### config.mk
export PLATFORM = sky130hd
export DESIGN_NAME = pwm_duty_ramp
export DESIGN_NICKNAME = d
export VERILOG_FILES = /design/src/rtl/pwm_duty_ramp.sv
export SDC_FILE = /design/constraint.sdc
export NUM_CORES = 1
export LEC_CHECK = 0
export CAP_MARGIN = 10
export CORE_AREA = 2 2 118 120
export DETAILED_ROUTE_END_ITERATION = 8
export DIE_AREA = 0 0 120 122
export HOLD_SLACK_MARGIN = 0.15
export SLEW_MARGIN = 15
export SYNTH_ARGS = -nofsm -noshare
export SYNTH_HDL_FRONTEND = slang
export SYNTH_SLANG_ARGS = --single-unit
### constraint.sdc
create_clock -name clk -period 17.48 [get_ports clk]
set_clock_uncertainty 0.1 [all_clocks]
set_input_delay 3.496 -clock clk [delete_from_list [all_inputs] [get_ports clk]]
set_output_delay 3.496 -clock clk [all_outputs]
set_load 0.02 [all_outputs]
### src/rtl/pwm_duty_ramp.sv
// Duty-cycle ramp generator for a 4096-cycle PWM stage: accepts target duty values
// and walks dc toward them by at most `step` per PWM period, updating only at period boundaries.
module pwm_duty_ramp #(
    parameter logic [11:0] DC_INIT = 12'h000
) (
    input  logic        clk,
    input  logic        rst_n,
    input  logic [11:0] tgt_data,
    input  logic        tgt_valid,
    output logic        tgt_ready,
    input  logic [11:0] step,
    output logic [11:0] dc,
    output logic        period_tick,
    output logic        busy
);

    typedef enum logic {
        IDLE = 1'b0,
        RAMP = 1'b1
    } state_t;

    state_t      state_q, state_d;
    logic [11:0] cnt_q, cnt_d;
    logic [11:0] dc_q, dc_d;
    logic [11:0] tgt_q, tgt_d;
    logic [11:0] pend_q, pend_d;
    logic        pend_vld_q, pend_vld_d;
    logic        boundary;
    logic        xfer;
    logic [11:0] eff_tgt;
    logic [11:0] eff_tgt_d;

    // One ramp move: 13-bit magnitude compare so the result lands exactly on the
    // target instead of overshooting, wrapping past 12'hFFF or dropping below zero.
    function automatic logic [11:0] ramp_next(input logic [11:0] cur,
                                              input logic [11:0] target,
                                              input logic [11:0] stp);
        logic [12:0] diff;
        logic [11:0] nxt;
        if (target >= cur) diff = {1'b0, target} - {1'b0, cur};
        else               diff = {1'b0, cur} - {1'b0, target};
        if (stp == 12'd0 || diff <= {1'b0, stp}) nxt = target;
        else if (target > cur)                    nxt = cur + stp;
        else                                      nxt = cur - stp;
        return nxt;
    endfunction

    always_comb begin
        boundary   = (cnt_q == 12'hFFF);
        xfer       = tgt_valid && !pend_vld_q;
        eff_tgt    = pend_vld_q ? pend_q : tgt_q;
        cnt_d      = cnt_q + 12'd1;
        dc_d       = dc_q;
        tgt_d      = tgt_q;
        pend_d     = pend_q;
        pend_vld_d = pend_vld_q;

        // A pending target is promoted and steered toward in the same boundary edge.
        if (boundary) begin
            if (pend_vld_q) begin
                tgt_d      = pend_q;
                pend_vld_d = 1'b0;
            end
            if (state_q == RAMP) dc_d = ramp_next(dc_q, eff_tgt, step);
        end

        // A transfer in the tick cycle only fills pend; it waits for the next boundary.
        if (xfer) begin
            pend_d     = tgt_data;
            pend_vld_d = 1'b1;
        end

        eff_tgt_d = pend_vld_d ? pend_d : tgt_d;
        state_d   = (dc_d != eff_tgt_d) ? RAMP : IDLE;
    end

    always_ff @(posedge clk or negedge rst_n) begin
        if (!rst_n) begin
            state_q    <= IDLE;
            cnt_q      <= 12'd0;
            dc_q       <= DC_INIT;
            tgt_q      <= DC_INIT;
            pend_q     <= 12'd0;
            pend_vld_q <= 1'b0;
        end else begin
            state_q    <= state_d;
            cnt_q      <= cnt_d;
            dc_q       <= dc_d;
            tgt_q      <= tgt_d;
            pend_q     <= pend_d;
            pend_vld_q <= pend_vld_d;
        end
    end

    assign tgt_ready   = !pend_vld_q;
    assign dc          = dc_q;
    assign period_tick = (cnt_q == 12'hFFF);
    assign busy        = (dc_q != tgt_q) || pend_vld_q;

endmodule

Word level (Yosys, flattened, before mapping). Cells that the tools add are included.

Output and inout port bits: 15. Register bits after elaboration: 50. Word-level logic and storage cells: 36. Input bits: 27. Bits in writable memories: 0. Memory bits (read-only): 0. Latch bits: 0. Memories: 0.

Muxes and demuxes: 14. $mul: 0. Bitwise gates (word level): 0. Reductions and logical operators: 5. Order comparisons: 3. $add $sub $neg: 5. Equal/unequal tests: 3. Divide/modulo/power cells: 0. Shift operators: 0.

Operators with widths (count): 2-to-1 mux 12 bit (8); 2-to-1 mux 13 bit (3); subtractor 12 x 12 -> 13 bit (2); inequality test 12 bit (2); less-or-equal comparator 13 x 12 -> 1 bit (1); adder 12 x 1 -> 12 bit, second input constant (1); adder 12 bit (1); equality test 12 bit, second input constant (1); >= comparator 12 bit (1); > comparator 12 bit (1); logical NOT 12 bit (1); subtractor 12 bit (1); 2-to-1 mux 1 bit (3); logical OR 1 bit (2); logical AND 1 bit (1); logical NOT 1 bit (1).

Longest topological paths before layout.
Depth in word-level cells: 12. Depth in mapped cells: 27.

Worst setup path before layout. No wires, ideal clock.

Kind: input-to-reg. Start point: input port step[0]. End point: register state_q. Setup time: 142 ps. Arrival time: 6187 ps. Data required time: 17238 ps. Cell stages on the path: 13. Setup slack: 11052 ps. Path through: inv_1 > ha_1 > mux2i_1 > ha_1 > nor2b_1 > o31a_1 > o41ai_1 > o21ba_2 > xor3_1 > a2111oi_4 > a41oi_1 > nor4_2 > o2111ai_2.

Longest elaborated chain between the ends: 7. Elaborated cells between the ends (all ways): 11.

Ends and longest elaborated chain: from (decl) (line 11) `input logic [11:0] step,`; subtractor 12 bit (tied with other cells) (line 44) `else nxt = cur - stp;`; 2-to-1 mux 12 bit / logical OR 1 bit (equally long branches) (line 43, 42); 2-to-1 mux 12 bit (*) (line 42) `if (stp == 12'd0 || diff <= {1'b0, stp}) nxt = target;`; 2-to-1 mux 12 bit (*) (line 64) `if (state_q == RAMP) dc_d = ramp_next(dc_q, eff_tgt, step);`; 2-to-1 mux 12 bit (*) (line 59) `if (boundary) begin`; inequality test 12 bit (*) (line 74) `state_d = (dc_d != eff_tgt_d) ? RAMP : IDLE;`; 2-to-1 mux 1 bit (*) (line 74); via state_d (line 22) `state_t state_q, state_d;`; to (signal assigned) (line 86) `state_q <= state_d;`; to (decl) (line 22).

Mark *: on every way through the listed nets, which the timed path passes. The rest lies on a longest branch.

Worst setup path in the final report.
Start point: register pend_vld_q. End point: register state_q.

Longest elaborated chain between the ends: 12. Elaborated cells between the ends (all ways): 23.

Ends and longest elaborated chain: from (decl) (line 27) `logic pend_vld_q, pend_vld_d;`; from (signal assigned) (line 91) `pend_vld_q <= pend_vld_d;`; 2-to-1 mux 12 bit (*) (line 51) `eff_tgt = pend_vld_q ? pend_q : tgt_q;`; subtractor 12 x 12 -> 13 bit (tied with other cells) (line 41) `else diff = {1'b0, cur} - {1'b0, target};`; 2-to-1 mux 13 bit (line 40) `if (target >= cur) diff = {1'b0, target} - {1'b0, cur};`; 2-to-1 mux 13 bit (line 64); 2-to-1 mux 13 bit (line 59); less-or-equal comparator 13 x 12 -> 1 bit (line 42); logical OR 1 bit (line 42); 2-to-1 mux 12 bit (*) (line 42); 2-to-1 mux 12 bit (*) (line 64); 2-to-1 mux 12 bit (*) (line 59); via dc_d[4] (line 24) `logic [11:0] dc_q, dc_d;`; inequality test 12 bit (*) (line 74); 2-to-1 mux 1 bit (*) (line 74); via state_d (line 22).

Mark *: on every way through the listed nets, which the timed path passes. The rest lies on a longest branch. The select of a mux whose other input is x is not followed.

==> results.cfg <==
[run_status]
status = complete, no violations

[sta]
finalSetupTns_ns = 0
worst_slack_ns = 10.26
rsz0062_at_grt = false
min_period_ns = 7.22
finalSetupViolCount = 0
fin_crit_sh = 0.413
relSlewSlack = 0.479
hold_viol = 0
max_freq_mhz = 139
slew_viol_final = 0
worst_pin_slew_ns = 0.760

[final_layout]
drive_above_1_share = 0.0815
syn2layout_area_growth_pct = 14.0
nets = 704
n_antenna_cell = 0
fillers = 1370

[yosys]
synth_top_area_share = 0.244
synth_ff_type = dfrtp_1
ys_seq_area_frac = 0.244
syn_area_sq_um = 5130
syn_nets = 672
yosysWarnings = 0
synthCells = 593
synth_edf_count = 0
synth-async-reset-ratio = 1.00
syn_avg_cell_area_sq_um = 8.65
ys_ff_latch = 50
yosys-top-cells-area = dfrtp_1 (24%), ha_1 (12%), xnor2_1 (9.2%), a21oi_1 (5.3%), mux2i_1 (4.9%)
synth_cell_types = 80
synth_top_cell_by_area = dfrtp_1

[cts]
cts.sinks = 50
insertion_delay_ns = 0.29
postCtsSetupRepairBufs = 0
numCtsBuffers = 5
cts_resized = 0
clockBufferDepth = 2
root_buffer = clkbuf_16
htreeDepth = 2
cts_tree = done
clkTransAtPathRegs_ns = 0.07
holdBufCountCts = 0

[hold_path]
min_delay_path_depth = 1
holdCritPathClass = flip-flop to flip-flop

[setup_path]
worstSetupPathType = flip-flop to flip-flop
cp_common_cell = a21oi_1
critPathCaptureType = flip-flop
crit_fanout = 31
slowest_delay_ns = 0.63
start_kind = flip-flop
crit_family = compound AO/OA/AOI/OAI gates
path_depth = 22
worstPathRequired_ns = 17.54
crit_chain = buf_4 -> clkinv_1 -> a21boi_0 -> inv_1 -> ha_1 -> nand4_1 -> a21oi_1 -> o31ai_4 -> and2_1 -> o221ai_1 -> a21oi_1 -> o311ai_1 -> a21oi_1 -> xnor2_1 -> ha_1 -> a2111oi_0 -> o21ai_0 -> o21ai_2 -> nand3_1 -> a31oi_1 -> xnor2_1 -> o2111ai_2
rr_worst_depth = 22
crit_path_top_delay_cell = a21boi_0
arrival_ns = 7.28
critPathBufInv = 3

[route]
vias = 4457
drcViolationCount = 0
vias_per_cell = 5.53
drtIter0Drc = 270
ant_nets = 0
drt_wl_total_mm = 14.1
wl_per_cell_um = 17.5
drtPass1Iterations = 5

[floorplanning]
coreArea_sq_um = 13500
start_util = 0.380
die_y_um = 122
dieArea_sq_um = 14600
io_pins = 42
row_count = 43
die_x_um = 120

[placement]
gp_congestion = 0.947
pre_cts_ws_ns = 9.99
dp_hpwl_mm = 11.5
port_buffers = 41

[grt]
antenna_found_initial = 0
grt-ovfl-total = 0
grt_pass1_vias = 4493
grt_max_degree = 51
track_usage = 0.199
grt_pass1_wl_mm = 23.0

[power]
irDropWorstVdd_mv = 0.0471
net-switching-power_uw = 66.1
netSwitchingFraction = 0.247
p_leak_nw = 2.66
seq_power_share = 0.433
pwr_density_cell_nw_per_um2 = 45.7
power_frac_comb = 0.153
internal_power_uw = 201
clkPwrFrac = 0.414

[flow_run]
maxCapViolCount = 0
## cell usage after synthesis, drive strengths merged (2+ instances only)
cell	n
a2111oi	2
a211oi	3
a21boi	4
a21o	7
a21oi	55
a31oi	6
a41oi	2
and2	4
and3	4
buf	16
clkbuf	3
dfrtp	50
fa	3
ha	49
inv	50
mux2	17
mux2i	26
nand2	39
nand3	17
nand4	14
nor2	49
nor2b	3
nor3	10
nor4	5
o2111ai	4
o211ai	8
o21a	5
o21ai	37
o22ai	3
o41ai	2
or3	2
or4	2
xnor2	55
xor2	17
## per-layer routing
metal | up-vias | track usage | part of all wire
met1 | 2113 | 0.274 | 0.47
li1 | 2160 | - | -
met3 | 36 | 0.0178 | 0.045
met5 | - | 0 | 0
met4 | 0 | 0.0853 | 0.038
met2 | 148 | 0.320 | 0.45
## worst reg2reg max path, cell delays in order, from the launching register on
cell,delay (ns)
dfrtp_1,0.33
buf_4,0.33
clkinv_1,0.38
a21boi_0,0.63
inv_1,0.15
ha_1,0.43
nand4_1,0.29
a21oi_1,0.13
o31ai_4,0.48
and2_1,0.55
o221ai_1,0.20
a21oi_1,0.42
o311ai_1,0.14
a21oi_1,0.22
xnor2_1,0.09
ha_1,0.19
a2111oi_0,0.48
o21ai_0,0.25
o21ai_2,0.49
nand3_1,0.14
a31oi_1,0.38
xnor2_1,0.18
o2111ai_2,0.11
## worst paths after layout
check | start | to | slack (ns)
max | pend_vld_q | state_q | 10.26
min | cnt_q[0] | cnt_q[0] | 0.37
max reg2reg | pend_vld_q | state_q | 10.26
min reg2reg | cnt_q[0] | cnt_q[0] | 0.37
max in group asynchronous | rst_n | pend_q[1] | 13.61
min in group asynchronous | rst_n | cnt_q[0] | 3.20
## kinds of logic after synthesis
| logic type | share of synthesized area |
|---|---|
| AO/OA/AOI/OAI | 0.190 |
| XOR/XNOR | 0.133 |
| adder cells (fa/ha/maj) | 0.131 |
| buffers and inverters | 0.0571 |
| flip-flops | 0.244 |
| multiplexers | 0.0912 |
| AND/OR/NAND/NOR | 0.153 |
## flip-flops by register name, indices dropped and copies added (netlist names)
| register | flops |
|---|---|
| dc | 12 |
| state_q | 1 |
| pend_q | 12 |
| cnt_q | 12 |
| pend_vld_q | 1 |
| tgt_q | 12 |
## placed cells by master (no fill, tap or decap), types with 6 or more instances in the layout
master	Yosys	routed
a21o_1	7	7
a21oi_1	54	54
a31oi_1	6	6
clkdlybuf4s50_1	0	40
dfrtp_1	50	50
ha_1	49	49
inv_1	49	49
mux2_2	14	14
mux2i_1	25	25
nand2_1	37	37
nand3_1	17	17
nand4_1	14	14
nor2_1	48	48
nor3_1	8	8
o211ai_1	7	7
o21ai_0	18	18
o21ai_1	18	18
xnor2_1	54	54
xor2_1	17	17
## layout make-up
class	instances	area (sq um)	share of cell area
Timing Repair Buffer	44	428	0.0732
Sequential cell	50	1250	0.214
Clock inverter	2	37.5	0.00642
Inverter	51	191	0.0327
Tap cell	180	225	0.0385
Clock buffer	6	129	0.0220
Multi-Input combinational cell	473	3590	0.613
## through the flow
stage / cells / utilization / hold slack (ns) / power, mW / area [sq um]
after floorplan: 593 / - / 0.337 / 0.142 / 5130
after global placement: 798 / 0.421 / 0.353 / 0.157 / 5680
after detailed placement: 798 / 0.421 / 0.361 / 0.159 / 5680
final: 806 / 0.433 / 0.369 / 0.267 / 5850
after CTS: 806 / 0.433 / 0.374 / 0.271 / 5850
after global routing: 806 / 0.433 / 0.380 / 0.279 / 5850
## power by group through the flow
stage | Clock (mW) | Combinational [mW] | Sequential, mW
floorplan | 0 | 0.0245 | 0.118
global placement | 0 | 0.0396 | 0.118
detailed placement | 0 | 0.0407 | 0.118
CTS | 0.115 | 0.0410 | 0.116
global route | 0.118 | 0.0450 | 0.116
finish | 0.111 | 0.0409 | 0.116
Power figures use the tool's default switching activity.
